--- config.mk ---
export PLATFORM = sky130hd
export DESIGN_NAME = serial_subtractor_8
export DESIGN_NICKNAME = d
export VERILOG_FILES = /design/src/rtl/arith_pkg.sv /design/src/rtl/serial_subtractor_8_full_subtractor.sv /design/src/rtl/serial_subtractor_8.sv
export SDC_FILE = /design/constraint.sdc
export NUM_CORES = 1
export LEC_CHECK = 0
export BUFFER_PORTS_ARGS = -buffer_cell sky130_fd_sc_hd__buf_4
export CORE_ASPECT_RATIO = 2
export CORE_UTILIZATION = 54
export CTS_CLUSTER_DIAMETER = 80
export DETAILED_ROUTE_END_ITERATION = 8
export PLACE_DENSITY_LB_ADDON = 0.12
export SLEW_MARGIN = 20
export SYNTH_ARGS = -nofsm -noshare
export SYNTH_HDL_FRONTEND = slang
export SYNTH_SLANG_ARGS = --single-unit
--- constraint.sdc ---
create_clock -name clk -period 1.9 [get_ports clk]
set_input_delay 0.475 -clock clk [delete_from_list [all_inputs] [get_ports clk]]
set_output_delay 0.475 -clock clk [all_outputs]
set_load 0.02 [all_outputs]
--- src/rtl/arith_pkg.sv ---
// ---------------------------------------------------------------------------
// arith_pkg
// Constants shared by the bit-serial arithmetic blocks.
//   DEFAULT_WIDTH : default operand/result width of the serial datapath
//   ST_IDLE/ST_RUN: FSM state encoding used by serial_subtractor_8
// ---------------------------------------------------------------------------
package arith_pkg;

    localparam int DEFAULT_WIDTH = 32'd8;

    localparam logic [0:0] ST_IDLE = 1'b0;
    localparam logic [0:0] ST_RUN  = 1'b1;

endpackage : arith_pkg

--- src/rtl/serial_subtractor_8_full_subtractor.sv ---
// ---------------------------------------------------------------------------
// full_subtractor
// One-bit combinational subtractor slice: computes a - b - bin.
// Ports:
//   a    : minuend bit
//   b    : subtrahend bit
//   bin  : borrow in from the less significant bit
//   d    : difference bit
//   bout : borrow out to the more significant bit
// ---------------------------------------------------------------------------
module full_subtractor (
    input  logic a,
    input  logic b,
    input  logic bin,
    output logic d,
    output logic bout
);

    assign d    = a ^ b ^ bin;
    // Borrow when b exceeds a, or when a == b and a borrow is already pending.
    assign bout = (~a & b) | (~(a ^ b) & bin);

endmodule : full_subtractor

--- src/rtl/serial_subtractor_8.sv ---
// ---------------------------------------------------------------------------
// serial_subtractor_8
// Bit-serial unsigned subtractor: diff = (x - y) mod 2^WIDTH, borrow = (x < y).
// One bit is processed per clock, LSB first, through a single subtractor slice.
// Ports:
//   clk    : rising-edge clock
//   rst_n  : asynchronous active-low reset
//   start  : request, sampled only while idle
//   x, y   : minuend / subtrahend, captured on the accepting edge
//   diff   : result, held until the next completion
//   borrow : final borrow out
//   busy   : high while a subtraction is in progress
//   done   : one-cycle pulse when diff/borrow update
// ---------------------------------------------------------------------------
module serial_subtractor_8
    import arith_pkg::*;
#(
    parameter int WIDTH = DEFAULT_WIDTH
) (
    input  logic             clk,
    input  logic             rst_n,
    input  logic             start,
    input  logic [WIDTH-1:0] x,
    input  logic [WIDTH-1:0] y,
    output logic [WIDTH-1:0] diff,
    output logic             borrow,
    output logic             busy,
    output logic             done
);

    localparam int CNT_W = $clog2(WIDTH);

    logic [0:0]       state_q,  state_d;
    logic [WIDTH-1:0] x_sh_q,   x_sh_d;
    logic [WIDTH-1:0] y_sh_q,   y_sh_d;
    logic [WIDTH-1:0] r_sh_q,   r_sh_d;
    logic             bin_q,    bin_d;
    logic [CNT_W-1:0] cnt_q,    cnt_d;
    logic [WIDTH-1:0] diff_q,   diff_d;
    logic             borrow_q, borrow_d;
    logic             busy_q,   busy_d;
    logic             done_q,   done_d;

    logic             d_s;
    logic             bout_s;
    logic             cnt_last_s;
    logic [WIDTH-1:0] r_next_s;

    full_subtractor u_fs (
        .a    (x_sh_q[0]),
        .b    (y_sh_q[0]),
        .bin  (bin_q),
        .d    (d_s),
        .bout (bout_s)
    );

    assign cnt_last_s = (cnt_q == CNT_W'(WIDTH - 1));
    // New difference bit enters at the MSB so that after WIDTH shifts the
    // first (LSB) result bit has reached bit 0.
    assign r_next_s   = {d_s, r_sh_q[WIDTH-1:1]};

    // Next-state logic for the FSM, shift registers, counter and outputs.
    always_comb begin
        state_d  = state_q;
        x_sh_d   = x_sh_q;
        y_sh_d   = y_sh_q;
        r_sh_d   = r_sh_q;
        bin_d    = bin_q;
        cnt_d    = cnt_q;
        diff_d   = diff_q;
        borrow_d = borrow_q;
        busy_d   = busy_q;
        done_d   = 1'b0;
        case (state_q)
            ST_IDLE: begin
                if (start) begin
                    x_sh_d  = x;
                    y_sh_d  = y;
                    r_sh_d  = {WIDTH{1'b0}};
                    bin_d   = 1'b0;
                    cnt_d   = {CNT_W{1'b0}};
                    busy_d  = 1'b1;
                    state_d = ST_RUN;
                end else begin
                    busy_d  = 1'b0;
                    state_d = ST_IDLE;
                end
            end
            ST_RUN: begin
                x_sh_d = {1'b0, x_sh_q[WIDTH-1:1]};
                y_sh_d = {1'b0, y_sh_q[WIDTH-1:1]};
                r_sh_d = r_next_s;
                bin_d  = bout_s;
                if (cnt_last_s) begin
                    cnt_d    = {CNT_W{1'b0}};
                    diff_d   = r_next_s;
                    borrow_d = bout_s;
                    done_d   = 1'b1;
                    busy_d   = 1'b0;
                    state_d  = ST_IDLE;
                end else begin
                    cnt_d    = cnt_q + CNT_W'(1);
                end
            end
            default: begin
                busy_d  = 1'b0;
                state_d = ST_IDLE;
            end
        endcase
    end

    // State and datapath registers with asynchronous clear.
    always_ff @(posedge clk or negedge rst_n) begin
        if (!rst_n) begin
            state_q  <= ST_IDLE;
            x_sh_q   <= {WIDTH{1'b0}};
            y_sh_q   <= {WIDTH{1'b0}};
            r_sh_q   <= {WIDTH{1'b0}};
            bin_q    <= 1'b0;
            cnt_q    <= {CNT_W{1'b0}};
            diff_q   <= {WIDTH{1'b0}};
            borrow_q <= 1'b0;
            busy_q   <= 1'b0;
            done_q   <= 1'b0;
        end else begin
            state_q  <= state_d;
            x_sh_q   <= x_sh_d;
            y_sh_q   <= y_sh_d;
            r_sh_q   <= r_sh_d;
            bin_q    <= bin_d;
            cnt_q    <= cnt_d;
            diff_q   <= diff_d;
            borrow_q <= borrow_d;
            busy_q   <= busy_d;
            done_q   <= done_d;
        end
    end

    assign diff   = diff_q;
    assign borrow = borrow_q;
    assign busy   = busy_q;
    assign done   = done_q;

endmodule : serial_subtractor_8

==> reports/qor.yml <==
synth:
  synth_area_per_cell_um2: 12.5
  synth_nets: 163
  yosys.area_share.simple: 0.0839
  ys.warnings.count: 0
  synth.cell_area_mm2: 0.00174
  synth_edf_count: 0
  synth_fa_ha_area_frac: 0.0330
  synth_xor_area_frac: 0
  ys_seq_elements: 39
  synthMuxAreaShare: 0.169
  async_flop_share: 1.00
  syn_inst: 140
  synth_top_family_by_area: "multiplexers"
  yosysTopAreaCell: "dfrtp_1"
  synth_compound_area_frac: 0.0897
  synth.distinct_cells: 22
  synth_flop_cell: "dfrtp_1"
  synth_top_area_frac: 0.560
  synth_area_leaders: "dfrtp_1, mux2i_1, mux2_4"
  seq_area_frac_synth: 0.560
floorplan:
  die_area_mm2: 0.00347
  die_w_um: 42.2
  die_h_um: 82.4
  start_util: 0.579
  num_rows: 28
  io_pins: 30
  core_area_mm2: 0.00301
cts:
  numCtsBuffers: 5
  clk_path_buf_depth: 2
  cts_tree: "built"
  htree_levels: 2
  clock-sinks: 39
  cts_hold_buf: 0
  path_clk_slew_ns: 0.07
  postCtsSetupBuffers: 0
  ctsResizeCount: 0
  cts_root_buf: "clkbuf_8"
  insertion_delay_ns: 0.28
job:
  cap_violations: 0
setup_path:
  crit_fanout: 10
  r2r_slack_ns: 0.42
  start_kind: "register"
  crit_family: "adder cells"
  crit_arrival_ns: 1.65
  slowest_stage: "dfrtp_1"
  endpoint_kind: "register"
  worst_path_most_repeated_cell: "ha_1"
  crit_required_ns: 2.07
  crit_path_cell_trace: "ha_1 > ha_1 > nand2_4 > mux2_4"
  cp.buffers_inverters: 0
  cpPeakStageDelay_ns: 0.40
  setup.worst_path.class: "reg -> reg"
outcome:
  status: "complete, no violations"
sta:
  slew_viol_final: 0
  slew_headroom: 0.681
  setup_viol: 0
  tightest_slew_ns: 0.479
  setup-tns-final_ns: 0
  finalHoldViolCount: 0
  rsz0062_at_grt: "no"
  min_period_over_period: 0.779
  whs_ns: 0.140
  max_freq_ghz: 0.676
  finalClockSkew_ns: 0.00418
  final.min_clock_period_ns: 1.48
worst_hold_path:
  hold_class: "in -> async"
place:
  dpl-instance-area_mm2: 0.00192
  portBuffers: 29
  dpl.hpwl_um: 2010
  place_congestion: 0.724
cells_and_area:
  area_delta_synth_final_pct: 16.9
  antenna_cells: 0
  num-nets-final: 192
  layout_commonest_cell: "dfrtp_1"
  final_cell_mix: "dfrtp_1, buf_4, nand2_1"
  drive_gt1_frac: 0.294
  final_area_mm2: 0.00204
grt:
  grt_usage: 0.181
  grt_overflow: 0
  grt_max_degree: 40
  antenna_found_initial: 0
  grt_pass1_vias: 1083
  grt_pass1_wl_um: 4860
detailed_routing:
  dr_total_vias: 1089
  avgViaCountPerCell: 5.45
  firstDrtPassIters: 3
  totalWireLength_um: 2810
  drt_iter0_markers: 13
  wire_per_inst_um: 14.0
  ant_nets: 0
  drc: 0
pwr:
  p_leak_uw: 0.00105
  ir_worst_vdd_uv: 885
  p_per_area_mw_per_mm2: 1640
  power_uw: 3330
[worst paths after layout]
kind,startpoint,cells after the start,end
worst min-delay path,rst_n,1,r_sh_q[1]$_DFFE_PN0P_
worst max-delay path,cnt_q[0]$_DFFE_PN0P_,4,diff[2]$_DFFE_PN0P_
worst min register to register,x_sh_q[4]$_DFFE_PN0P_,2,x_sh_q[3]$_DFFE_PN0P_
min in group clk,y[7],3,y_sh_q[7]$_DFFE_PN0P_
max in group asynchronous,rst_n,1,y_sh_q[1]$_DFFE_PN0P_
worst max register to register,cnt_q[0]$_DFFE_PN0P_,4,diff[2]$_DFFE_PN0P_
[per-layer routing]
layer	GRT usage	up-vias	wire [um]
met3	0.0391	5	94
met5	0	-	0
li1	-	529	-
met2	0.318	24	1530
met1	0.212	531	1120
met4	0.0750	0	57
[report_power, final]
group / total [uW] / internal (uW) / switching (uW)
combinational: 1240 / 640 / 602
sequential: 1400 / 1180 / 222
clock: 693 / 424 / 269
total: 3330 / 2240 / 1090
[worst reg2reg max path: cells and delay by family (launching register included)]
family / cells / cell delay (ns)
adders and majority gates: 2 / 0.47
DFF: 1 / 0.40
muxes: 1 / 0.32
and+or+nand+nor: 1 / 0.19
[synth_stat cells, types with 2 or more instances]
cell and number:
nand2_1 19, buf_2 2, mux2i_1 16, inv_1 5, o21ai_0 3, nand2b_1 5
buf_6 5, ha_1 3, nor2_1 3, dfrtp_1 39, mux2_4 9, o21ai_1 17
a22o_1 5
[sequential cells by signal, summed over array words and instances (netlist names)]
name,cells
bin_q,1
borrow,1
busy,1
cnt_q,3
diff,8
done,1
r_sh_q,7
state_q,1
x_sh_q,8
y_sh_q,8
[metrics by stage]
| stage | instances | setup WS, ns | utilization |
|---|---|---|---|
| 6_report | 200 | 0.420 | 0.676 |
| 2_1_floorplan | 140 | 0.516 | - |
| 5_1_grt | 200 | 0.358 | 0.676 |
| 4_1_cts | 200 | 0.403 | 0.676 |
| 3_3_place_gp | 192 | 0.488 | 0.637 |
| 3_5_place_dp | 192 | 0.429 | 0.637 |
[cells by family (layout without fill, tap and decap cells)]
| group | count (synthesis) | count (layout) |
|---|---|---|
| AND/OR/NAND/NOR | 31 | 31 |
| AO/OA/AOI/OAI | 27 | 27 |
| adder cells (fa/ha/maj) | 4 | 4 |
| multiplexers | 25 | 25 |
| flip-flops | 39 | 39 |
| buffers and inverters | 14 | 44 |
[layout make-up]
| type | instances | area (um^2) |
|---|---|---|
| Fill cell | 228 | 975 |
| Inverter | 5 | 18.8 |
| Tap cell | 30 | 37.5 |
| Timing Repair Buffer | 31 | 233 |
| Clock buffer | 6 | 82.6 |
| Multi-Input combinational cell | 87 | 656 |
| Clock inverter | 2 | 35.0 |
| Sequential cell | 39 | 976 |
Power figures use the tool's default switching activity.
